--- src/rtl/msb_pkg.sv ---
// rtl/msb_pkg.sv - shared widths, beat enum and BRAM address packing for the multi-stream buffer
package msb_pkg;

  localparam int DATA_WIDTH      = 64;
  localparam int WAYS            = 8;
  localparam int l1_nstrms       = 16;
  localparam int l1_ncl          = 16;
  localparam int l1_nstrms_width = $clog2(l1_nstrms);
  localparam int l1_ncl_width    = $clog2(l1_ncl);
  localparam int ADDR_WIDTH      = l1_nstrms_width + l1_ncl_width + 1;
  localparam int BEAT_WIDTH      = WAYS * DATA_WIDTH;
  localparam int CNT_WIDTH       = l1_ncl_width + 1;

  typedef enum logic {
    BEAT0 = 1'b0,
    BEAT1 = 1'b1
  } beat_e;

  // A line occupies an even/odd address pair inside its stream's slot range.
  function automatic logic [ADDR_WIDTH-1:0] pack_addr(
    input logic [l1_nstrms_width-1:0] st,
    input logic [l1_ncl_width-1:0]    cl,
    input beat_e                      beat
  );
    return {st, cl, logic'(beat)};
  endfunction

endpackage

--- src/rtl/stream_occ_tbl.sv ---
// rtl/stream_occ_tbl.sv - per-stream line count, read and write pointers with commit/release/alloc
module stream_occ_tbl
  import msb_pkg::*;
(
  input  logic                                clk,
  input  logic                                rst,
  input  logic [l1_nstrms_width-1:0]          i_alloc_st,
  output logic [l1_ncl_width-1:0]             o_alloc_slot,
  input  logic                                i_adv_v,
  input  logic [l1_nstrms_width-1:0]          i_adv_st,
  input  logic                                i_commit_v,
  input  logic [l1_nstrms_width-1:0]          i_commit_st,
  input  logic                                i_rel_v,
  input  logic [l1_nstrms_width-1:0]          i_rel_st,
  output logic [l1_nstrms-1:0]                o_full,
  output logic [l1_nstrms-1:0]                o_nempty,
  output logic [l1_nstrms*l1_ncl_width-1:0]   o_rptr,
  output logic                                o_err
);

  logic [CNT_WIDTH-1:0]    r_cnt  [l1_nstrms];
  logic [l1_ncl_width-1:0] r_rptr [l1_nstrms];
  logic [l1_ncl_width-1:0] r_wptr [l1_nstrms];
  logic                    r_err;

  logic [l1_nstrms-1:0] w_inc;
  logic [l1_nstrms-1:0] w_dec;
  logic [l1_nstrms-1:0] w_adv;

  // A line between beat-1 accept and its commit still owns its slot, so it counts toward full.
  always_comb begin
    w_inc    = '0;
    w_dec    = '0;
    w_adv    = '0;
    o_full   = '0;
    o_nempty = '0;
    o_rptr   = '0;
    for (int s = 0; s < l1_nstrms; s++) begin
      w_inc[s]    = i_commit_v && (i_commit_st == l1_nstrms_width'(s));
      w_dec[s]    = i_rel_v && (i_rel_st == l1_nstrms_width'(s)) && (r_cnt[s] != '0);
      w_adv[s]    = i_adv_v && (i_adv_st == l1_nstrms_width'(s));
      o_full[s]   = (r_cnt[s] == CNT_WIDTH'(l1_ncl)) ||
                    (w_inc[s] && (r_cnt[s] == CNT_WIDTH'(l1_ncl - 1)));
      o_nempty[s] = (r_cnt[s] != '0);
      o_rptr[s*l1_ncl_width +: l1_ncl_width] = r_rptr[s];
    end
  end

  always_ff @(posedge clk or posedge rst) begin
    if (rst) begin
      for (int s = 0; s < l1_nstrms; s++) begin
        r_cnt[s]  <= '0;
        r_rptr[s] <= '0;
        r_wptr[s] <= '0;
      end
      r_err <= 1'b0;
    end else begin
      for (int s = 0; s < l1_nstrms; s++) begin
        case ({w_inc[s], w_dec[s]})
          2'b10:   r_cnt[s] <= r_cnt[s] + CNT_WIDTH'(1);
          2'b01:   r_cnt[s] <= r_cnt[s] - CNT_WIDTH'(1);
          default: r_cnt[s] <= r_cnt[s];
        endcase
        if (w_dec[s]) r_rptr[s] <= r_rptr[s] + l1_ncl_width'(1);
        if (w_adv[s]) r_wptr[s] <= r_wptr[s] + l1_ncl_width'(1);
      end
      if (i_rel_v && (r_cnt[i_rel_st] == '0)) r_err <= 1'b1;
    end
  end

  assign o_alloc_slot = r_wptr[i_alloc_st];
  assign o_err        = r_err;

endmodule

--- src/rtl/l1_stream_fill_ctrl.sv ---
// rtl/l1_stream_fill_ctrl.sv - two-beat line fill FSM driving one BRAM write channel
module l1_stream_fill_ctrl
  import msb_pkg::*;
(
  input  logic                                clk1x,
  input  logic                                reset,
  input  logic                                i_v,
  output logic                                i_r,
  input  logic [l1_nstrms_width-1:0]          i_st,
  input  logic [BEAT_WIDTH-1:0]               i_d,
  input  logic                                i_rel_v,
  input  logic [l1_nstrms_width-1:0]          i_rel_st,
  output logic                                o_we,
  output logic [ADDR_WIDTH-1:0]               o_wa,
  output logic [BEAT_WIDTH-1:0]               o_wd,
  output logic [l1_nstrms-1:0]                o_nempty,
  output logic [l1_nstrms*l1_ncl_width-1:0]   o_rptr,
  output logic                                o_err
);

  beat_e                      r_state;
  logic [l1_nstrms_width-1:0] r_st_q;
  logic [l1_ncl_width-1:0]    r_slot_q;
  logic                       r_we;
  logic [ADDR_WIDTH-1:0]      r_wa;
  logic [BEAT_WIDTH-1:0]      r_wd;
  logic                       r_commit_v;
  logic [l1_nstrms_width-1:0] r_commit_st;

  logic [l1_nstrms-1:0]       w_full;
  logic [l1_ncl_width-1:0]    w_alloc_slot;
  logic                       w_acc;
  logic                       w_adv;

  assign i_r   = !reset && ((r_state == BEAT1) || !w_full[i_st]);
  assign w_acc = i_v && i_r;
  assign w_adv = w_acc && (r_state == BEAT1);

  // Commit trails the beat-1 write by one edge so the BRAM holds the line before o_nempty rises.
  always_ff @(posedge clk1x or posedge reset) begin
    if (reset) begin
      r_state     <= BEAT0;
      r_st_q      <= '0;
      r_slot_q    <= '0;
      r_we        <= 1'b0;
      r_wa        <= '0;
      r_wd        <= '0;
      r_commit_v  <= 1'b0;
      r_commit_st <= '0;
    end else begin
      r_we        <= w_acc;
      r_commit_v  <= w_adv;
      r_commit_st <= r_st_q;
      if (w_acc) begin
        r_wd <= i_d;
        case (r_state)
          BEAT0: begin
            r_st_q   <= i_st;
            r_slot_q <= w_alloc_slot;
            r_wa     <= pack_addr(i_st, w_alloc_slot, BEAT0);
            r_state  <= BEAT1;
          end
          BEAT1: begin
            r_wa    <= pack_addr(r_st_q, r_slot_q, BEAT1);
            r_state <= BEAT0;
          end
          default: r_state <= BEAT0;
        endcase
      end
    end
  end

  stream_occ_tbl u_occ (
    .clk          (clk1x),
    .rst          (reset),
    .i_alloc_st   (i_st),
    .o_alloc_slot (w_alloc_slot),
    .i_adv_v      (w_adv),
    .i_adv_st     (r_st_q),
    .i_commit_v   (r_commit_v),
    .i_commit_st  (r_commit_st),
    .i_rel_v      (i_rel_v),
    .i_rel_st     (i_rel_st),
    .o_full       (w_full),
    .o_nempty     (o_nempty),
    .o_rptr       (o_rptr),
    .o_err        (o_err)
  );

  assign o_we = r_we;
  assign o_wa = r_wa;
  assign o_wd = r_wd;

endmodule

--- config.mk ---
export PLATFORM = sky130hd
export DESIGN_NAME = l1_stream_fill_ctrl
export DESIGN_NICKNAME = d
export VERILOG_FILES = /design/src/rtl/msb_pkg.sv /design/src/rtl/stream_occ_tbl.sv /design/src/rtl/l1_stream_fill_ctrl.sv
export SDC_FILE = /design/constraint.sdc
export NUM_CORES = 1
export LEC_CHECK = 0
export CELL_PAD_IN_SITES_DETAIL_PLACEMENT = 1
export CELL_PAD_IN_SITES_GLOBAL_PLACEMENT = 1
export CORE_AREA = 2 2 444 446
export CTS_CLUSTER_SIZE = 30
export DETAILED_ROUTE_END_ITERATION = 12
export DIE_AREA = 0 0 446 448
export PLACE_DENSITY = 0.44
export SYNTH_ARGS = -nofsm -noshare
export SYNTH_HDL_FRONTEND = slang
export SYNTH_HIERARCHICAL = 1
export SYNTH_SLANG_ARGS = --single-unit
--- constraint.sdc ---
create_clock -name clk1x -period 26.9 [get_ports clk1x]
set_input_delay 5.38 -clock clk1x [delete_from_list [all_inputs] [get_ports clk1x]]
set_output_delay 5.38 -clock clk1x [all_outputs]
set_load 0.005 [all_outputs]
======== Yosys cells after proc, flatten, opt, wreduce, memory -nomap -nowiden ========
Cells that the tools add are included.
word-level totals
  register bits after elaboration ......... 745
  input port bits ......................... 524
  word-level logic and storage cells ...... 402
operators by class
  add/sub/neg operators ................... 64
  order comparisons ....................... 3
  equality and inequality tests ........... 109
  mux-type cells .......................... 26
  bitwise gates (word level) .............. 3
  reduce and logical (&&, ||, !) cells .... 140
operators with widths
  operator             number
  $pmux 5 s2           16
  $add 4x1->4 const B  32
  $eq 4x4->1 const B   24
  $logic_and 1x1->1    84
  $add 5x1->5 const B  16
  $eq 5x4->1 const B   16
  $eq 5x5->1 const B   16
  $reduce_bool 5->1    16
  $sub 5x1->5 const B  16
  $eq 4x3->1 const B   12
  $eq 2x1->1 const B   16
  $eq 2x2->1 const B   16
  $reduce_bool 2->1    16
  $eq 4x2->1 const B   6
  $bmux 5 s4           1
  $pmux 9 s2           1
  $logic_or 1x1->1     17
  $bmux 4 s4           1
  $eq 4x1->1 const B   3
  $logic_not 4->1      3
  $ge 5x5->1 const B   2
  $mux 5               2
  $not 4->5            2
  $mux 4               2
  8 further kinds      9

======== Depth between registers and ports, before layout ========
Gate-level depths: netlist of the first run.
  word-level depth ........................ 12
  depth in mapped cells ................... 15

======== Modules after synthesis ========
The synthesis of the first run kept the hierarchy.
modules (own cells, without submodules)
  module               instances  cells an instance  area each (um^2)  seq. area each (um^2)
  l1_stream_fill_ctrl  1          1156               20280.7           13412.9
  stream_occ_tbl       1          1067               12044.1           5230.0

======== Worst setup path before layout of the first run ========
No wires, ideal clock.
  path kind ............................... input to output
  from .................................... in i_st[0]
  to ...................................... out i_r
  data arrival time ....................... 6.491 ns
  required time ........................... 21.520 ns
  slack ................................... 15.029 ns
  stages on the path ...................... 5
  buffers on the path ..................... 1
  cells stage by stage .................... buf_6 > mux4_2 > or2_0 > a31oi_1 > and2_1
between the ends
  cells in the longest elaborated chain, start to end .. 5
ends and longest elaborated chain
  what                          line                       text
  start: declaration            l1_stream_fill_ctrl.sv:9   input logic [l1_nstrms_width-1:0] i_st,
  $bmux 1 s4                    l1_stream_fill_ctrl.sv:35  assign i_r = !reset && ((r_state == BEAT1) || !w_full[i_st]);
  $mux 1 (not written as such)  l1_stream_fill_ctrl.sv:35
  $logic_not 1->1               l1_stream_fill_ctrl.sv:35
  $logic_or 1x1->1              l1_stream_fill_ctrl.sv:35
  $logic_and 1x1->1             l1_stream_fill_ctrl.sv:35
  end: declaration              l1_stream_fill_ctrl.sv:8   output logic i_r,
No other way between the ends. The select of a mux whose other input is x is not followed.

======== Worst setup path after layout of the first run ========
  from .................................... in i_st[1]
  to ...................................... out i_r
Same word-level chain as after synthesis.

==> flow_summary.ini, run 1 <==
[route]
drt_iter0_drc = 873
drt-wirelength-per-cell_microns = 25.7
drc = 0
ant_nets = 0
vias = 22900
first_pass_iters = 4
drt-total-wl_microns = 155000
viasPerCell = 3.80

[placed_design]
placed_cell_area_sq_mm = 0.0462
place_congestion = 0.817
dp_worst_setup_slack_ns = 13.60
io_buffers = 1127
dpl.hpwl_microns = 125000
place_inst = 5828

[logic_synthesis]
yosysSeqAreaShare_pct = 57.7
synthArstFlopShare_pct = 100
synth_area_per_cell_sq_um = 14.5
synth-edff-count = 0
ys.flop_type = dfrtp_1
synth.most_common_cell = dfrtp_1
ys_warn_count = 6
ys_types = 60
syn-instance-count = 2223
synth_common_cells = dfrtp_1, mux2_1, mux2_2, nand2_1, ha_1
yosysTopAreaCellShare_pct = 57.7
syn_area_sq_mm = 0.0323
synth_nets = 2859
yosysTopAreaCell = dfrtp_1
synthTopCellsByArea = dfrtp_1, mux2_1, mux2_2, ha_1, xnor2_1
synth-seq-cells = 745

[global_routing]
grt_max_degree = 154
antenna_found_initial = 57
grt_usage_pct = 15.1
grt_remaining_overflow = 0
grt_pass1_vias = 24000
grt_pass1_wl_microns = 210000

[clocking]
clockBufferDepth = 3
clock-sinks = 745
cts-root-buf = clkbuf_16
post_cts_buffers = 0
cts.repair.resized = 0
htree_levels = 3
cts_hold_buf = 0
path_clk_slew_ns = 0.05
clk_latency_ns = 0.73
cts_buffers = 101
cts_tree = done

[critical_path]
crit_type = input pin to primary output
worstSetupStartpointType = input pin
crit_path_max_fanout = 24
arrival_ns = 7.86
crit_required_ns = 21.52
worstSetupEndpointType = primary output

[sta]
min_period_ns = 13.24
fin_skew_ns = 0.0284
final_max_slew_viol_count = 0
finalCritPeriodShare_pct = 49.2
finalSetupTns_ns = 0
hold_violations = 0
grt_setup_unrepaired = no
fmax_mhz = 75.5
fin_ws_ns = 13.66
worst_hold_slack_ns = 0.466
worst_slew_pin_slew_ns = 1.01
setup_viol = 0
maxSlewHeadroom_pct = 32.5

[die]
core_area_sq_mm = 0.195
die_x_microns = 446
ioPinCount = 1128
die_h_microns = 448
die_area_sq_mm = 0.200
rows = 162
start_util_pct = 16.6

[pwr]
p_sw_share_pct = 31.7
seq_power_share_pct = 38.6
p_clk_share_pct = 30.9
combPwrFrac_pct = 30.4
p_per_area_mw_per_mm2 = 88.6
vdd_drop_max_uv = 42.7
p_leak_nw = 20.3
power.total_mw = 4.39
p_int_mw = 3.00
p_sw_mw = 1.39

[final_layout]
finalNonFillerCells = 6032
fin_area_sq_mm = 0.0496
nNetsFinal = 4025
area_growth_pct = 53.4
fin_util_pct = 25.5
drive_gt1_share_pct = 13.3

[job]
maxCapViolations = 0

[worst_hold_path]
hp-class = flop to flop

[status]
status = complete, no violations
kinds of logic after synthesis:
logic type	Yosys count	share of synthesized area, %
AND/OR/NAND/NOR	313	5.43
multiplexers	612	22.1
AO/OA/AOI/OAI	135	2.64
flip-flops	745	57.7
buffers and inverters	141	2.98
XOR/XNOR	165	4.47
adder cells (fa/ha/maj)	112	4.71
metal layers:
layer  track usage [%]  wire [microns]
met2              26.8           80600
met4              5.71            5070
met5                 0             173
met3              4.69           11700
met1              16.7           57700
final cells by class:
cell class | count | area [sq um]
fill | 21300 | 145000
sequential | 745 | 18600
multi-input combinational | 1337 | 12700
timing repair buffer | 1148 | 11500
tap | 2542 | 3180
clock buffer | 155 | 3020
clock inverter | 30 | 279
inverter | 56 | 225
antenna | 19 | 47.5
registers in the layout, summed over array words and instances, names as in the netlist, 4 cells and up:
register and flops:
o_wa 9, o_wd 512, r_commit_st 4, u_occ/r_wptr 64
r_st_q 4, u_occ/r_cnt 80, r_slot_q 4, u_occ/o_rptr 64
worst max-delay path, cell delays in order:
cell	delay (ns)
clkdlybuf4s50_1	0.51
buf_4	0.34
mux4_2	0.35
or2_0	0.21
a31oi_1	0.23
and2_1	0.18
clkdlybuf4s50_1	0.65
power by group through the flow:
stage | Combinational [mW] | Sequential, mW | Clock, mW
final | 1.34 | 1.70 | 1.36
after global routing | 1.45 | 1.75 | 1.46
after CTS | 1.38 | 1.70 | 1.42
after detailed placement | 1.37 | 1.72 | 0
after global placement | 1.36 | 1.71 | 0
after floorplan | 0.508 | 1.66 | 0
worst paths after layout:
kind,from,end,slack (ns),depth (start not counted)
worst max-delay path,i_st[1],i_r,13.66,7
worst min-delay path,u_occ/r_wptr[3],u_occ/r_wptr[3],0.47,1
worst max register to register,r_commit_st[1],o_wd[165],21.65,11
worst min register to register,u_occ/r_wptr[3],u_occ/r_wptr[3],0.47,1
max in group asynchronous,reset,o_wd[328],18.50,5
min in group asynchronous,reset,o_we,5.46,2
cells in the final DEF, fill, tap and decap left out, drive strengths merged, types with 32 or more instances in the layout:
cell type,Yosys,final
nor2,32,32
o21ai,45,45
clkbuf,20,155
dfrtp,745,745
mux2,574,574
nand2,102,102
xor2,80,80
clkdlybuf4s50,0,1126
nand4,47,47
a21oi,36,36
ha,96,96
xnor2,85,85
inv,56,62
No activity file was read; power rests on OpenSTA's default activity.
==> run 2: changes to the inputs <==
--- a/config.mk
+++ b/config.mk
@@ -7,11 +7,11 @@
 export LEC_CHECK = 0
 export CELL_PAD_IN_SITES_DETAIL_PLACEMENT = 1
 export CELL_PAD_IN_SITES_GLOBAL_PLACEMENT = 1
-export CORE_AREA = 2 2 444 446
+export CORE_AREA = 2 2 437 439
 export CTS_CLUSTER_SIZE = 30
 export DETAILED_ROUTE_END_ITERATION = 12
-export DIE_AREA = 0 0 446 448
-export PLACE_DENSITY = 0.44
+export DIE_AREA = 0 0 439 441
+export PLACE_DENSITY = 0.47
 export SYNTH_ARGS = -nofsm -noshare
 export SYNTH_HDL_FRONTEND = slang
 export SYNTH_HIERARCHICAL = 1
==> constraint.sdc (replaced) <==
create_clock -name clk1x -period 11 [get_ports clk1x]
set_input_delay 2.2 -clock clk1x [delete_from_list [all_inputs] [get_ports clk1x]]
set_output_delay 2.2 -clock clk1x [all_outputs]
set_load 0.005 [all_outputs]
==> flow_summary.ini, run 2 (synthesis results as in run 1) <==
[final_layout]
nNetsFinal = 4020
nFillCells = 20700
area_growth_pct = 53.1
fin_area_sq_mm = 0.0495
fin_util_pct = 26.2
final_cell_mix = clkdlybuf4s50_1, dfrtp_1, mux2_1, mux2_2, nand2_1
layout_commonest_cell = clkdlybuf4s50_1
drive_gt1_share_pct = 13.0
finalNonFillerCells = 6005
largest_reg_flops = 512

[placed_design]
placed_cell_area_sq_mm = 0.0462
io_buffers = 1127
dpl.hpwl_microns = 126000
place_congestion = 0.771
dp_worst_setup_slack_ns = 4.09
place_inst = 5796

[critical_path]
worstSetupEndpointType = primary output
rrSetupSlack_ns = 5.82
crit_required_ns = 8.80
timing.rr.start = r_commit_st[0]
crit_type = input pin to primary output
worstSetupStartpointType = input pin
arrival_ns = 4.67
crit_path_max_fanout = 24
r2r_cells = 10
crit_start = i_st[1]
crit_path_end = i_r
rr_endpoint = o_wd[385]

[route]
drt-wirelength-per-cell_microns = 26.0
first_pass_iters = 4
ant_nets = 0
viasPerCell = 3.82
drt_iter0_drc = 996
drc = 0
vias = 22900
drt-total-wl_microns = 156000

[clocking]
clk_latency_ns = 0.74
htree_levels = 3
clock-sinks = 745
cts_buffers = 97
clockBufferDepth = 3
cts.repair.resized = 0
cts_hold_buf = 0
cts-root-buf = clkbuf_16
post_cts_buffers = 0
cts_tree = done
path_clk_slew_ns = 0.06

[die]
die_x_microns = 439
rows = 160
core_area_sq_mm = 0.189
die_h_microns = 441
ioPinCount = 1128
die_area_sq_mm = 0.194
start_util_pct = 17.1

[sta]
worst_slew_pin_slew_ns = 1.14
fin_skew_ns = 0.0467
maxSlewHeadroom_pct = 24.2
worst_hold_slack_ns = 0.469
finalCritPeriodShare_pct = 62.4
fmax_mhz = 146
final_max_slew_viol_count = 0
setup_viol = 0
min_period_ns = 6.87
hold_violations = 0
fin_ws_ns = 4.13
grt_setup_unrepaired = no
finalSetupTns_ns = 0

[global_routing]
grt_pass1_vias = 23800
grt_pass1_wl_microns = 208000
grt_usage_pct = 15.6
grt_max_degree = 150
antenna_found_initial = 81
grt_remaining_overflow = 0

[status]
status = complete, no violations

[pwr]
vdd_drop_max_uv = 120
power.total_mw = 10.7
p_per_area_mw_per_mm2 = 216
p_leak_nw = 20.2

[worst_hold_path]
hp-class = flop to flop
hold_path_depth = 1

[job]
maxCapViolations = 0
[run 2: worst max-delay path: stages]
cell and delay (ns):
clkdlybuf4s50_1 0.49, buf_4 0.34, mux4_2 0.35, or2_0 0.21, a31oi_1 0.24, and2_1 0.18
clkdlybuf4s50_1 0.65
[run 2: per-layer routing]
layer  share of wire [%]  global-route usage (%)
met5               0.036                       0
met4                 3.0                    5.24
met2                  49                    25.9
met3                 9.2                    5.82
met1                  39                    18.3
[run 2: how the worst min path moves through the flow]
stage | startpoint | end | slack (ns)
2_1_floorplan | r_st_q[3] | r_commit_st[3] | 0.43
3_3_place_gp | u_occ/r_wptr[23] | u_occ/r_wptr[23] | 0.46
3_5_place_dp | u_occ/r_wptr[35] | u_occ/r_wptr[35] | 0.46
4_1_cts | u_occ/r_wptr[35] | u_occ/r_wptr[35] | 0.47
5_1_grt | o_wd[475] | o_wd[475] | 0.49
6_report | u_occ/o_rptr[39] | u_occ/o_rptr[39] | 0.47
[run 2: area by class of cell]
class | count | area (sq um) | share of cell area [%]
tap | 2511 | 3140 | 6.35
clock buffer | 149 | 2900 | 5.85
antenna | 34 | 85.1 | 0.172
sequential | 745 | 18600 | 37.7
clock inverter | 26 | 302 | 0.609
timing repair buffer | 1147 | 11500 | 23.2
inverter | 56 | 221 | 0.447
multi-input combinational | 1337 | 12700 | 25.7
[run 2: power breakdown]
| group | internal, mW | switching, mW | leakage (nW) |
|---|---|---|---|
| Combinational | 1.89 | 1.37 | 9.67 |
| Clock | 1.90 | 1.33 | 1.55 |
| Sequential | 3.48 | 0.687 | 9.02 |
==> run 3: changes to the inputs <==
--- a/config.mk
+++ b/config.mk
@@ -7,11 +7,11 @@
 export LEC_CHECK = 0
 export CELL_PAD_IN_SITES_DETAIL_PLACEMENT = 1
 export CELL_PAD_IN_SITES_GLOBAL_PLACEMENT = 1
-export CORE_AREA = 2 2 437 439
+export CORE_AREA = 2 2 444 446
 export CTS_CLUSTER_SIZE = 30
 export DETAILED_ROUTE_END_ITERATION = 12
-export DIE_AREA = 0 0 439 441
-export PLACE_DENSITY = 0.47
+export DIE_AREA = 0 0 446 448
+export PLACE_DENSITY = 0.44
 export SYNTH_ARGS = -nofsm -noshare
 export SYNTH_HDL_FRONTEND = slang
 export SYNTH_HIERARCHICAL = 1
==> constraint.sdc (replaced) <==
create_clock -name clk1x -period 6.65 [get_ports clk1x]
set_input_delay 1.33 -clock clk1x [delete_from_list [all_inputs] [get_ports clk1x]]
set_output_delay 1.33 -clock clk1x [all_outputs]
set_load 0.005 [all_outputs]
==> flow_summary.ini, run 3 (synthesis results as in run 1) <==
[status]
status = complete, no violations

[pwr]
p_clk_share_pct = 31.0
power.total_mw = 17.8
p_per_area_mw_per_mm2 = 357
p_sw_share_pct = 31.2
p_sw_mw = 5.54
vdd_drop_max_uv = 204
seq_power_share_pct = 38.5
combPwrFrac_pct = 30.6
p_leak_nw = 20.4
p_int_mw = 12.2

[final_layout]
final_cell_mix = clkdlybuf4s50_1, dfrtp_1, mux2_1, mux2_2, clkbuf_16
fin_util_pct = 25.6
nNetsFinal = 4030
layout_commonest_cell = clkdlybuf4s50_1
area_growth_pct = 54.0
largest_reg_flops = 512
drive_gt1_share_pct = 13.4

[die]
die_h_microns = 448
core_area_sq_mm = 0.195
ioPinCount = 1128
rows = 162
die_area_sq_mm = 0.200
start_util_pct = 16.6
die_x_microns = 446

[clocking]
post_cts_buffers = 0
path_clk_slew_ns = 0.05
cts_hold_buf = 0
cts-root-buf = clkbuf_16
clock-sinks = 745
cts_buffers = 99
cts_tree = done
clk_latency_ns = 0.71
clockBufferDepth = 3
cts.repair.resized = 0
htree_levels = 3

[critical_path]
crit_required_ns = 5.32
worstSetupStartpointType = input pin
path_buf_inv = 2
worstSetupEndpointType = primary output
arrival_ns = 4.03
crit_path_max_incr_delay_ns = 0.98
critical-path-top-cell-by-count = clkdlybuf4s50_1
crit_slowest_cell = clkdlybuf4s50_1
crit_type = input pin to primary output
crit_path_max_fanout = 17
cp_cell_sequence = clkdlybuf4s50_1, mux4_2, or2_0, a31oi_1, and2_1, clkdlybuf4s50_1
cp_top_family = buffers and inverters

[placed_design]
dp_worst_setup_slack_ns = 1.24
dpl.hpwl_microns = 122000
place_congestion = 0.795
io_buffers = 1127

[sta]
min_period_ns = 5.36
final_max_slew_viol_count = 0
finalCritPeriodShare_pct = 80.6
worst_hold_slack_ns = 0.468
setup_viol = 0
hold_violations = 0
worst_slew_pin_slew_ns = 1.05
fmax_mhz = 187
fin_ws_ns = 1.29
grt_setup_unrepaired = no
fin_skew_ns = 0.0253
maxSlewHeadroom_pct = 29.2

[global_routing]
grt_usage_pct = 14.7
antenna_found_initial = 52
grt_remaining_overflow = 0
grt_max_degree = 143
grt_pass1_vias = 23900
grt_pass1_wl_microns = 206000

[route]
viasPerCell = 3.81
drc = 0
ant_nets = 0
drt-total-wl_microns = 152000
first_pass_iters = 4
vias = 23000
drt_iter0_drc = 826
drt-wirelength-per-cell_microns = 25.2

[worst_hold_path]
hp-class = flop to flop

[job]
maxCapViolations = 0
==> run 3: through the flow <==
stage | instances | TNS (ns) | cell area, sq um
2_1_floorplan | 2223 | -1054.86 | 32300
3_3_place_gp | 5835 | 0 | 46400
3_5_place_dp | 5835 | 0 | 46400
4_1_cts | 6017 | 0 | 49700
5_1_grt | 6024 | 0 | 49800
6_report | 6039 | 0 | 49800
==> run 3: path summary, 6_finish.rpt <==
kind	startpoint	to	slack (ns)	cells after the start
max in group asynchronous	reset	o_wd[484]	3.69	3
worst max register to register	r_commit_st[0]	u_occ/r_wptr[61]	2.46	11
worst min-delay path	u_occ/o_rptr[7]	u_occ/o_rptr[7]	0.47	1
worst max-delay path	i_st[1]	i_r	1.29	6
worst min register to register	u_occ/o_rptr[7]	u_occ/o_rptr[7]	0.47	1
min in group asynchronous	reset	o_we	1.40	2
==> run 3: power groups by stage <==
stage,clock (mW),combinational [mW],sequential (mW)
final,5.50,5.43,6.84
after CTS,5.77,5.61,6.87
after global routing,5.91,5.89,7.06
after floorplan,0,2.05,6.72
after detailed placement,0,5.58,6.93
after global placement,0,5.53,6.90
==> run 3: per-layer routing <==
| metal | track usage (%) | share of wire (%) |
|---|---|---|
| met3 | 5.30 | 8.1 |
| met4 | 4.21 | 3.1 |
| met5 | 0 | 0.080 |
| met2 | 26.1 | 51 |
| met1 | 16.5 | 38 |
==> run 3: area by class of cell <==
| cell class | count | area (sq um) |
|---|---|---|
| clock inverters | 20 | 218 |
| diodes | 22 | 55.1 |
| flip-flops and latches | 745 | 18600 |
| inverters | 56 | 218 |
| repair buffers | 1155 | 11600 |
| multi-input cells | 1337 | 12700 |
| well taps | 2542 | 3180 |
| fillers | 21200 | 145000 |
| clock buffers | 162 | 3110 |
==> run 3: worst reg2reg max path, delay by kind of cell (launching register included) <==
family / cells / cell delay, ns
and+or+nand+nor: 7 / 2.30
muxes: 2 / 0.73
AOI/OAI and AO/OA: 2 / 0.54
DFF: 1 / 0.49
